$ cat src/rtl/life_logic_if.sv
// Bus between the Life next-generation engine and its synchronizer and buffer memories.
// Signal names are given from the engine's side.
interface life_logic_if #(
    parameter int unsigned WIDTH  = 64,
    parameter int unsigned HEIGHT = 48,
    parameter int unsigned ADDR_W = $clog2(HEIGHT),
    parameter int unsigned GEN_W  = 16
) ();
    logic              start_in;
    logic              done_out;
    logic              rd_en_out;
    logic [ADDR_W-1:0] rd_addr_out;
    logic [WIDTH-1:0]  rd_data_in;
    logic              wr_en_out;
    logic [ADDR_W-1:0] wr_addr_out;
    logic [WIDTH-1:0]  wr_data_out;
    logic [GEN_W-1:0]  gen_count_out;

    modport master (
        output start_in, rd_data_in,
        input  done_out, rd_en_out, rd_addr_out, wr_en_out, wr_addr_out, wr_data_out,
        input  gen_count_out
    );

    modport slave (
        input  start_in, rd_data_in,
        output done_out, rd_en_out, rd_addr_out, wr_en_out, wr_addr_out, wr_data_out,
        output gen_count_out
    );
endinterface

$ cat src/rtl/life_logic.sv
// Game of Life (B3/S23, toroidal) next-generation engine: streams rows from the current
// buffer, keeps a sliding row window and writes each next-generation row one cycle later.
module life_logic #(
    parameter int unsigned WIDTH  = 64,
    parameter int unsigned HEIGHT = 48,
    parameter int unsigned ADDR_W = $clog2(HEIGHT),
    parameter int unsigned GEN_W  = 16
) (
    input logic         clk_in,
    input logic         rst_n_in,
    life_logic_if.slave bus
);
    localparam int unsigned CNT_W = $clog2(HEIGHT + 2);
    localparam logic [ADDR_W-1:0] LAST_ROW = ADDR_W'(HEIGHT - 1);
    localparam logic [CNT_W-1:0]  LAST_RD  = CNT_W'(HEIGHT + 1);

    typedef enum logic [1:0] {StIdle, StRead, StDrain, StFinish} state_t;

    state_t            r_state;
    logic              r_done;
    logic              r_rd_en;
    logic              r_rd_vld;
    logic [ADDR_W-1:0] r_rd_addr;
    logic [CNT_W-1:0]  r_rd_cnt;
    logic [CNT_W-1:0]  r_arr_cnt;
    logic [WIDTH-1:0]  r_above;
    logic [WIDTH-1:0]  r_cur;
    logic              r_wr_en;
    logic [ADDR_W-1:0] r_wr_addr;
    logic [WIDTH-1:0]  r_wr_data;
    logic [GEN_W-1:0]  r_gen;
    logic [WIDTH-1:0]  w_below;
    logic [WIDTH-1:0]  w_next;

    // Bit x of west() is column x-1, bit x of east() is column x+1, both wrapping.
    function automatic logic [WIDTH-1:0] west(input logic [WIDTH-1:0] v);
        return {v[WIDTH-2:0], v[WIDTH-1]};
    endfunction

    function automatic logic [WIDTH-1:0] east(input logic [WIDTH-1:0] v);
        return {v[0], v[WIDTH-1:1]};
    endfunction

    function automatic logic cell_next(input logic [7:0] nb, input logic alive);
        logic [3:0] n;
        n = '0;
        for (int i = 0; i < 8; i++) begin
            n = n + 4'(nb[i]);
        end
        return (n == 4'd3) | (alive & (n == 4'd2));
    endfunction

    // The window's lower row is the word arriving this cycle, so the result can be
    // registered on the same edge that would shift it in.
    assign w_below = bus.rd_data_in;

    always_comb begin
        logic [WIDTH-1:0] w_al, w_ar, w_cl, w_cr, w_bl, w_br;
        w_al   = west(r_above);
        w_ar   = east(r_above);
        w_cl   = west(r_cur);
        w_cr   = east(r_cur);
        w_bl   = west(w_below);
        w_br   = east(w_below);
        w_next = '0;
        for (int x = 0; x < int'(WIDTH); x++) begin
            w_next[x] = cell_next({w_al[x], r_above[x], w_ar[x], w_cl[x], w_cr[x],
                                   w_bl[x], w_below[x], w_br[x]}, r_cur[x]);
        end
    end

    always_ff @(posedge clk_in or negedge rst_n_in) begin
        if (!rst_n_in) begin
            r_state   <= StIdle;
            r_done    <= 1'b1;
            r_rd_en   <= 1'b0;
            r_rd_vld  <= 1'b0;
            r_rd_addr <= '0;
            r_rd_cnt  <= '0;
            r_arr_cnt <= '0;
            r_above   <= '0;
            r_cur     <= '0;
            r_wr_en   <= 1'b0;
            r_wr_addr <= '0;
            r_wr_data <= '0;
            r_gen     <= '0;
        end else begin
            r_rd_vld <= r_rd_en;
            r_wr_en  <= 1'b0;
            if (r_rd_vld) begin
                r_above   <= r_cur;
                r_cur     <= w_below;
                r_arr_cnt <= r_arr_cnt + CNT_W'(1);
                if (r_arr_cnt >= CNT_W'(2)) begin
                    r_wr_en   <= 1'b1;
                    r_wr_addr <= ADDR_W'(r_arr_cnt - CNT_W'(2));
                    r_wr_data <= w_next;
                end
            end
            unique case (r_state)
                StIdle: begin
                    if (bus.start_in) begin
                        r_state   <= StRead;
                        r_done    <= 1'b0;
                        r_rd_en   <= 1'b1;
                        r_rd_addr <= LAST_ROW;
                        r_rd_cnt  <= '0;
                    end
                end
                StRead: begin
                    if (r_rd_cnt == LAST_RD) begin
                        r_rd_en <= 1'b0;
                        r_state <= StDrain;
                    end else begin
                        r_rd_cnt  <= r_rd_cnt + CNT_W'(1);
                        r_rd_addr <= (r_rd_addr == LAST_ROW) ? '0 : r_rd_addr + ADDR_W'(1);
                    end
                end
                StDrain: begin
                    if (r_wr_en && (r_wr_addr == LAST_ROW)) begin
                        r_state <= StFinish;
                        r_done  <= 1'b1;
                        r_gen   <= r_gen + GEN_W'(1);
                    end
                end
                StFinish: begin
                    r_state   <= StIdle;
                    r_arr_cnt <= '0;
                end
                default: r_state <= StIdle;
            endcase
        end
    end

    assign bus.done_out      = r_done;
    assign bus.rd_en_out     = r_rd_en;
    assign bus.rd_addr_out   = r_rd_addr;
    assign bus.wr_en_out     = r_wr_en;
    assign bus.wr_addr_out   = r_wr_addr;
    assign bus.wr_data_out   = r_wr_data;
    assign bus.gen_count_out = r_gen;
endmodule

$ cat src/flat_wrapper.sv
// flat-port wrapper written by rule: the top's interface ports become plain ports
module life_logic_flat 
#(
    parameter int unsigned WIDTH  = 64,
    parameter int unsigned HEIGHT = 48,
    parameter int unsigned ADDR_W = $clog2(HEIGHT),
    parameter int unsigned GEN_W  = 16
)
  (clk_in, rst_n_in, bus_start_in, bus_rd_data_in, bus_done_out, bus_rd_en_out, bus_rd_addr_out, bus_wr_en_out, bus_wr_addr_out, bus_wr_data_out, bus_gen_count_out);
  life_logic_if #(.WIDTH(WIDTH), .HEIGHT(HEIGHT), .ADDR_W(ADDR_W), .GEN_W(GEN_W)) bus_i ();
  input logic clk_in;
  input logic rst_n_in;
  input wire logic [$bits(bus_i.start_in)-1:0] bus_start_in;
  input wire logic [$bits(bus_i.rd_data_in)-1:0] bus_rd_data_in;
  output wire logic [$bits(bus_i.done_out)-1:0] bus_done_out;
  output wire logic [$bits(bus_i.rd_en_out)-1:0] bus_rd_en_out;
  output wire logic [$bits(bus_i.rd_addr_out)-1:0] bus_rd_addr_out;
  output wire logic [$bits(bus_i.wr_en_out)-1:0] bus_wr_en_out;
  output wire logic [$bits(bus_i.wr_addr_out)-1:0] bus_wr_addr_out;
  output wire logic [$bits(bus_i.wr_data_out)-1:0] bus_wr_data_out;
  output wire logic [$bits(bus_i.gen_count_out)-1:0] bus_gen_count_out;
  assign bus_i.start_in = bus_start_in;
  assign bus_i.rd_data_in = bus_rd_data_in;
  assign bus_done_out = bus_i.done_out;
  assign bus_rd_en_out = bus_i.rd_en_out;
  assign bus_rd_addr_out = bus_i.rd_addr_out;
  assign bus_wr_en_out = bus_i.wr_en_out;
  assign bus_wr_addr_out = bus_i.wr_addr_out;
  assign bus_wr_data_out = bus_i.wr_data_out;
  assign bus_gen_count_out = bus_i.gen_count_out;
  life_logic #(.WIDTH(WIDTH), .HEIGHT(HEIGHT), .ADDR_W(ADDR_W), .GEN_W(GEN_W)) u_core (.clk_in(clk_in), .rst_n_in(rst_n_in), .bus(bus_i));
endmodule
$ cat config.mk
export PLATFORM = sky130hd
export DESIGN_NAME = life_logic_flat
export DESIGN_NICKNAME = d
export VERILOG_FILES = /design/src/rtl/life_logic_if.sv /design/src/rtl/life_logic.sv /design/src/flat_wrapper.sv
export SDC_FILE = /design/constraint.sdc
export NUM_CORES = 1
export LEC_CHECK = 0
export BUFFER_PORTS_ARGS = -buffer_cell sky130_fd_sc_hd__buf_4
export CORE_UTILIZATION = 35
export DETAILED_ROUTE_END_ITERATION = 16
export SYNTH_ARGS = -nofsm -noshare
export SYNTH_HDL_FRONTEND = slang
export SYNTH_SLANG_ARGS = --single-unit
$ cat constraint.sdc
create_clock -name clk_in -period 3.5 [get_ports clk_in]
set_clock_uncertainty 0.1 [all_clocks]
set_input_delay 0.7 -clock clk_in [delete_from_list [all_inputs] [get_ports clk_in]]
set_output_delay 0.7 -clock clk_in [all_outputs]
set_load 0.005 [all_outputs]
# After elaboration in Yosys (flattened, before gate mapping)
# Index checks and enable logic that the tools add are counted.
[word_totals] latch_bits=0 mem_bits_ro=0 n_memories=0 inputBits=67 out_inout_bits=95 reg_bits=238 ram_bits=0 elab_cells=765
[op_classes] n_mul=0 n_eq_ne=138 order_cmp=1 shifts=0 div_mod_pow=0 mux=21 n_addsub=453 n_reduce_logical=11 bitwise_logic=128
[op_table] cell="4-bit by 1-bit adder with 4-bit output" n=384
[op_table] cell="4-bit by 2-bit == test with 1-bit output (second input constant)" n=128
[op_table] cell="1-bit by 1-bit adder with 2-bit output" n=64
[op_table] cell="1-bit AND" n=64
[op_table] cell="1-bit bitwise OR" n=64
[op_table] cell="6-bit 2-to-1 mux" n=7
[op_table] cell="6-bit case mux with 2 select lines" n=2
[op_table] cell="6-bit by 1-bit adder with 6-bit output (second input constant)" n=3
[op_table] cell="6-bit == test (second input constant)" n=3
[op_table] cell="16-bit by 1-bit adder with 16-bit output (second input constant)" n=1
[op_table] cell="3-bit AND reduction" n=4
[op_table] cell="2-bit case mux with 4 select lines" n=1
[op_table] cell="6-bit by 2-bit greater-or-equal comparator with 1-bit output (second input constant)" n=1
[op_table] cell="1-bit 2-to-1 mux" n=6
[op_table] cell="2-bit 2-to-1 mux" n=3
[op_table] cell="2-bit nonzero test" n=3
[op_table] cell="6-bit by 2-bit subtractor with 6-bit output (second input constant)" n=1
[op_table] cell="2-bit == test (second input constant)" n=2
[op_table] cell="2-bit by 1-bit inequality test with 1-bit output (second input constant)" n=2
[op_table] cell="2-bit inequality test (second input constant)" n=2
[op_table] cell="1-bit case mux with 2 select lines" n=2
[op_table] cell="2-bit AND reduction" n=2
[op_table] cell="2-bit by 1-bit == test with 1-bit output (second input constant)" n=1
[op_table] cell="2-bit logical NOT" n=1
[op_table] cell="1-bit logical AND" n=1

# Longest topological paths before layout
# Gate-level depths: netlist (run 1).
[depth] depth_word=10 depth_mapped=11

# Least setup slack after synthesis (run 1)
# No wires, ideal clock.
[synth_path] kind="input port to flip-flop" start="input bus_rd_data_in[0]" end="register u_core.r_wr_data[0], in the netlist u_core.bus.wr_data_out[0]" arrival_ps=3126 setup_ps=110 cell_stages=11 path_slack_ps=163 required_ps=3290 n_path_buf=0 path_cell_list="ha_1 -> inv_1 -> fa_1 -> fa_1 -> inv_1 -> fa_1 -> inv_1 -> fa_1 -> a2111oi_0 -> a21oi_1 -> o41ai_1"
[synth_between] elab_chain_cells=10 word_cells_on_any_way=11 classes_between="7 x add/sub; 2 x eq/ne; 2 x bitwise"
[synth_lines] element="start, declared" line="flat_wrapper.sv:14" rtl="input wire logic [$bits(bus_i.rd_data_in)-1:0] bus_rd_data_in;"
[synth_lines] element="1-bit by 1-bit adder with 2-bit output *" line="life_logic.sv:48" rtl="n = n + 4'(nb[i]);"
[synth_lines] element="4-bit by 1-bit adder with 4-bit output * (6 in series)" line="life_logic.sv:48"
[synth_lines] element="4-bit by 2-bit == test with 1-bit output" line="life_logic.sv:50" rtl="return (n == 4'd3) | (alive & (n == 4'd2));"
[synth_lines] element="1-bit AND" line="life_logic.sv:50"
[synth_lines] element="1-bit bitwise OR *" line="life_logic.sv:50"
[synth_lines] element="end signal, assigned" line="life_logic.sv:97" rtl="r_wr_data <= w_next;"
[synth_lines] element="end, declared" line="life_logic.sv:30" rtl="logic [WIDTH-1:0] r_wr_data;"
# Mark *: on every way between the ends. The rest lies on a longest branch, timed or not.
# A chain may end at the register's enable or synchronous reset.

# Worst setup path after layout (run 1)
[layout_path] start="input bus_rd_data_in[30]" end="register u_core.r_wr_data[30], in the netlist u_core.bus.wr_data_out[30]"
# Same word-level chain as after synthesis.

==> results of run 1 <==
[cells by family (layout without fill, tap and decap cells)]
group                      Yosys count  in the layout  synth area share
AOI/OAI and AO/OA                  334            334             0.106
DFF                                238            238             0.294
muxes                                9              9           0.00481
buffers and inverters              675            902             0.126
and+or+nand+nor                    388            388            0.0794
xor gates and xnor gates            25             25            0.0108
adders and majority gates          460            460             0.379
[how the worst max path moves through the flow]
stage	startpoint	to	depth (start not counted)
floorplan	bus_rd_data_in[0]	u_core.bus.wr_data_out[0]$_DFFE_PN0P_	11
global placement	bus_rd_data_in[31]	u_core.bus.wr_data_out[30]$_DFFE_PN0P_	12
detailed placement	bus_rd_data_in[56]	u_core.bus.wr_data_out[56]$_DFFE_PN0P_	12
CTS	bus_rd_data_in[10]	u_core.bus.wr_data_out[10]$_DFFE_PN0P_	12
global route	bus_rd_data_in[10]	u_core.bus.wr_data_out[10]$_DFFE_PN0P_	12
finish	bus_rd_data_in[30]	u_core.bus.wr_data_out[30]$_DFFE_PN0P_	12
[repair_timing]
item | 4_1_cts | 5_1_grt
setup buffers | 0 | 0
setup endpoints to repair | 0 | 2
resized for setup | 0 | 2
[per-layer routing]
layer  share of wire  vias up  GRT usage
li1                -     7042          -
met1            0.44     7183      0.197
met2            0.50      172      0.272
met3           0.036       44     0.0260
met4           0.018        0     0.0398
met5               0        -          0
[layout make-up]
type	count	share of cell area
Multi-Input combinational cell	1216	0.491
Sequential cell	238	0.249
Inverter	627	0.0983
Timing Repair Buffer	217	0.0720
Clock buffer	47	0.0428
Tap cell	756	0.0395
Clock inverter	11	0.00690
[flip-flops by register name (all words and copies together) (netlist names), 2 cells and up]
register,flops
u_core.r_state,2
u_core.r_above,64
u_core.r_arr_cnt,6
u_core.bus.wr_data_out,64
u_core.r_cur,64
u_core.bus.gen_count_out,16
u_core.r_rd_cnt,6
u_core.bus.wr_addr_out,6
u_core.bus.rd_addr_out,6
[Yosys cell counts, types with 2 or more instances]
| library cell | instances |
|---|---|
| nand3_1 | 10 |
| inv_1 | 627 |
| xor2_1 | 10 |
| a211oi_1 | 2 |
| clkbuf_1 | 31 |
| nand2_1 | 229 |
| a21o_1 | 2 |
| nor4_1 | 3 |
| ha_1 | 204 |
| o31ai_1 | 3 |
| buf_2 | 11 |
| nand4_1 | 10 |
| a2111oi_0 | 44 |
| o21ai_0 | 138 |
| fa_1 | 256 |
| dfrtp_1 | 237 |
| mux2i_1 | 3 |
| nor3_1 | 4 |
| mux2_2 | 6 |
| xnor2_1 | 15 |
| o41ai_1 | 64 |
| nor2b_1 | 22 |
| buf_1 | 4 |
| or3b_2 | 2 |
| nor2_1 | 98 |
| a31oi_1 | 20 |
| a21oi_1 | 53 |
| and3_1 | 2 |
| and4_1 | 3 |
| or4_1 | 2 |
[power by group]
part,internal [mW],switching (mW)
clock network,2.33,1.34
logic,0.675,0.853
registers,2.75,0
[metrics by stage]
step	hold WS, ps	total power [mW]	setup slack [ps]	cells
floorplan	304	3.84	163	2129
global placement	351	4.22	-135	3054
detailed placement	360	4.35	-225	3054
CTS	88.7	8.12	299	3112
global route	128	8.48	41.3	3112
finish	83.7	7.95	298	3112
==> flow_summary.toml, run 1 <==
[worst_setup_path]
regToRegStartpoint = "u_core.r_cur[31]$_DFFE_PN0P_"
crit_arrival_ps = 3510
reg2reg_depth = 10
criticalPathCategory = "input pin to flip-flop"
end_kind = "flip-flop"
path_buf_inv = 4
crit_path_max_incr_delay_ps = 490
cp_top_family = "adder cells"
critical_path.cell_chain = "buf_4, ha_1, inv_1, fa_1, fa_1, inv_1, fa_1, inv_1, fa_1, a2111oi_0, a21oi_1, o41ai_1"
cp_common_cell = "fa_1"
start_kind = "input pin"
cpMaxStageDelayCell = "fa_1"
r2r-end = "u_core.bus.wr_data_out[30]$_DFFE_PN0P_"
worstPathRequired_ps = 3810
r2r_setup_slack_ps = 350
path_max_fanout = 3

[finish]
seqCellArea_um2 = 5960
drive_above_1_share = 0.120
final_common_cell = "inv_1"
final_area_um2 = 23900
n_antenna_cell = 0
nFillCells = 5529
nets = 2861
post-route-util = 0.421
areaGrowthSynthToFinish_pct = 18.0
multi_input_area_um2 = 11800
final_cell_mix = "627 x inv_1, 256 x fa_1, 236 x dfrtp_1, 229 x nand2_1, 209 x buf_4"

[placement]
port_buffers = 161
hpwl_um = 33400
placed_cell_area_um2 = 22700
gp_congestion = 0.785

[floorplan]
core_um2 = 56800
die_area_um2 = 58900
start_util = 0.357
die_h_um = 243
rows = 87
io_pins = 162
die_x_um = 243

[drt]
num_vias = 14400
vias_per_cell = 4.64
routedWlPerCell_um = 13.8
drtPass1Iterations = 5
ant_nets = 0
drt_iter0_drc = 462
finalWirelength_um = 42900
drc = 0

[clock_network]
clock_sinks = 238
cts_tree = "done"
clock_path_buffers = 3
cts_hold_buf = 0
root_buffer = "clkbuf_16"
clk_latency_ps = 530
htree_levels = 2
path_clk_slew_ps = 60
cts_made_buffers = 34

[sta]
setup-tns-final_ps = 0
rsz0062_at_grt = "false"
worstMarginPinSlew_ps = 771
setup_violations = 0
period_share = 0.915
slew_headroom = 0.482
hold_viol_final = 0
period_needed_ps = 3200
slew_violations = 0
max_freq_mhz = 312

[synthesis]
ys.flop_type = "dfrtp_1"
synth_top_area_cell = "dfrtp_1"
syn-cell-area_um2 = 20300
yosysUniqueCellTypes = 44
ys_top_cells_by_area = "dfrtp_1 29%, fa_1 25%, ha_1 13%"
syn_inst = 2129
ys_ff_latch = 238
synth_area_per_cell_um2 = 9.52
synth_top_area_frac = 0.292
async_reset_ff_frac = 1.00
synthesis.nets = 2656
synth-edff-count = 0
yosys_warnings = 0
ys_seq_area_frac = 0.294

[outcome]
outcome = "completed"

[global_route]
grt_overflow = 0
grt_max_degree = 145
grt_usage = 0.155
grt_pass1_wl_um = 75600
antenna_found_initial = 0
first_global_vias = 15800

[run]
max_cap_viol_count = 0

[pwr]
irDropWorstVdd_mv = 0.264
power_leakage_nw = 12.5
p_per_area_nw_per_um2 = 332

[worst_hold_path]
min_path_type = "input pin to async pin"
Power figures use the tool's default switching activity.
==> run 2, diff against run 1 <==
--- a/config.mk
+++ b/config.mk
@@ -5,9 +5,11 @@
 export SDC_FILE = /design/constraint.sdc
 export NUM_CORES = 1
 export LEC_CHECK = 0
+export ABC_AREA = 1
 export BUFFER_PORTS_ARGS = -buffer_cell sky130_fd_sc_hd__buf_4
 export CORE_UTILIZATION = 35
 export DETAILED_ROUTE_END_ITERATION = 16
+export GPL_TIMING_DRIVEN = 0
 export SYNTH_ARGS = -nofsm -noshare
 export SYNTH_HDL_FRONTEND = slang
 export SYNTH_SLANG_ARGS = --single-unit
==> run 2 against run 1 <==
Sequential power up 87%. Count of clock-buffer cells in the layout up 4. Setup slack worse by 120 ps. Global-route usage up 2.7 points. Sequential share of layout area down 0.49 points. Power rose to 3.4 times the previous value. Maximum frequency down 3.6%. Critical path type unchanged. Critical endpoint is now u_core.bus.wr_data_out[50]$_DFFE_PN0P_.
==> flow_summary.toml, run 2 <==
[worst_setup_path]
end_kind = "flip-flop"
reg2reg_depth = 12
critical_path.cell_chain = "buf_4, ha_1, inv_1, fa_1, fa_1, inv_1, fa_1, inv_1, fa_1, nor2_1, o21ai_0, a21oi_1, nand2_1, nand2_1"
crit_path_max_incr_delay_ps = 490
start_kind = "input pin"
crit_arrival_ps = 3690
worstPathRequired_ps = 3870
path_max_fanout = 4
criticalPathCategory = "input pin to flip-flop"
cpMaxStageDelayCell = "fa_1"
regToRegStartpoint = "u_core.r_cur[51]$_DFFE_PN0P_"
cp_common_cell = "fa_1"
crit_path_start = "bus_rd_data_in[50]"

[sta]
setup_violations = 0
worstMarginPinSlew_ps = 946
setup-tns-final_ps = 0
period_needed_ps = 3320
hold_viol_final = 0
rsz0062_at_grt = "false"
slew_headroom = 0.369
fin_hold_ws_ps = 296
period_share = 0.949
max_freq_mhz = 301
slew_violations = 0

[synthesis]
yosysUniqueCellTypes = 29
synth_top_area_frac = 0.283
ys_ff_latch = 238
syn-cell-area_um2 = 20900
synth_area_per_cell_um2 = 8.76
synth_common_cells = "626 x inv_1, 387 x nand2_1, 256 x fa_1"
syn_inst = 2390
synth_top_area_cell = "dfrtp_1"
synth-edff-count = 0
async_reset_ff_frac = 1.00
ys.flop_type = "dfrtp_1"
synth_most_common_cell = "inv_1"
synthesis.nets = 2917
ys_top_cells_by_area = "dfrtp_1 28%, fa_1 24%, ha_1 12%"
yosys_warnings = 0
ys_seq_area_frac = 0.284

[clock_network]
htree_levels = 2
clock_sinks = 238
cts_tree = "done"
clock_path_buffers = 3
root_buffer = "clkbuf_16"
path_clk_slew_ps = 50
clk_latency_ps = 550
cts_made_buffers = 35

[drt]
finalWirelength_um = 52700
drc = 0
drtPass1Iterations = 7
routedWlPerCell_um = 15.5
ant_nets = 0
num_vias = 15900
vias_per_cell = 4.68
drt_iter0_drc = 648

[finish]
final_common_cell = "inv_1"
final_cell_mix = "626 x inv_1, 387 x nand2_1, 256 x fa_1, 237 x dfrtp_1, 204 x ha_1"
multi_input_area_um2 = 12300
seqCellArea_um2 = 5960
areaGrowthSynthToFinish_pct = 16.5
nets = 3118
drive_above_1_share = 0.0997
n_antenna_cell = 0
final_area_um2 = 24400
nFillCells = 5787

[global_route]
first_global_vias = 17400
antenna_found_initial = 1
grt_pass1_wl_um = 87800
grt_usage = 0.182
grt_overflow = 0
grt_max_degree = 110

[placement]
hpwl_um = 40800
port_buffers = 161
gp_congestion = 0.838
placed_cell_area_um2 = 23200

[worst_hold_path]
min_path_type = "input pin to flip-flop"
min-delay-start = "bus_rd_data_in[13]"
holdPathStages = 3

[pwr]
p_per_area_nw_per_um2 = 1090
power_leakage_nw = 13.1
irDropWorstVdd_mv = 0.479

[floorplan]
core_um2 = 59000
die_area_um2 = 60800
die_h_um = 247
io_pins = 162
die_x_um = 247
start_util = 0.355
rows = 89

[run]
max_cap_viol_count = 0

[outcome]
outcome = "completed"
run 2: per-layer routing:
| layer | GRT usage | part of all wire | up-vias |
|---|---|---|---|
| met3 | 0.0261 | 0.039 | 80 |
| met4 | 0.0496 | 0.023 | 0 |
| met2 | 0.325 | 0.51 | 237 |
| met5 | 0 | 0 | - |
| met1 | 0.227 | 0.43 | 7923 |
| li1 | - | - | 7625 |
run 2: critical path: cells and delay by family:
family / cells / cell delay, ps
adder cells (fa/ha/maj): 5 / 1970
AND/OR/NAND/NOR: 3 / 350
AO/OA/AOI/OAI: 2 / 350
buffers and inverters: 4 / 330
run 2: path summary, 6_finish.rpt:
| path | slack, ps | endpoint |
|---|---|---|
| min in group asynchronous | 590 | u_core.bus.wr_data_out[45]$_DFFE_PN0P_ |
| min reg2reg | 360 | u_core.r_rd_vld$_DFF_PN0_ |
| max in group asynchronous | 1740 | u_core.bus.gen_count_out[5]$_DFFE_PN0P_ |
| max | 180 | u_core.bus.wr_data_out[50]$_DFFE_PN0P_ |
| min | 300 | u_core.r_cur[13]$_DFFE_PN0P_ |
| max reg2reg | 260 | u_core.bus.wr_data_out[50]$_DFFE_PN0P_ |
run 2: cells by family after synthesis:
group	count (synthesis)	share of synthesized area
buf+inv	673	0.126
compound gates	252	0.0611
fa+ha+maj	460	0.367
xor+xnor	49	0.0205
simple gates	718	0.141
flops	238	0.284
run 2: final cells by class:
cell class,count,share of cell area
plain buffers,44,0.0115
clock buffers,51,0.0433
clock inverters,13,0.00631
inverters,629,0.0968
multi-input cells,1479,0.506
flip-flops and latches,238,0.244
well taps,773,0.0396
repair buffers,164,0.0525
run 2: power by group:
group / internal, mW / switching, mW
clock: 2.32 / 1.43
sequential: 3.94 / 1.20
combinational: 7.38 / 10.4
total: 13.6 / 13.1
run 2: what timing repair did:
| item | 4_1_cts | 5_1_grt |
|---|---|---|
| hold endpoints to repair | 19 | 0 |
| hold buffers | 1 | 0 |
| setup buffers | 0 | 0 |
| gates resized for setup | 0 | 0 |
run 2: through the flow:
step	utilization	total power, mW	setup WS, ps	std cells
2_1_floorplan	-	17.9	172	2390
3_3_place_gp	0.392	22.0	-639	3324
3_5_place_dp	0.393	23.2	-369	3326
4_1_cts	0.413	27.3	200	3391
5_1_grt	0.413	30.4	59.0	3391
6_report	0.413	26.7	178	3391
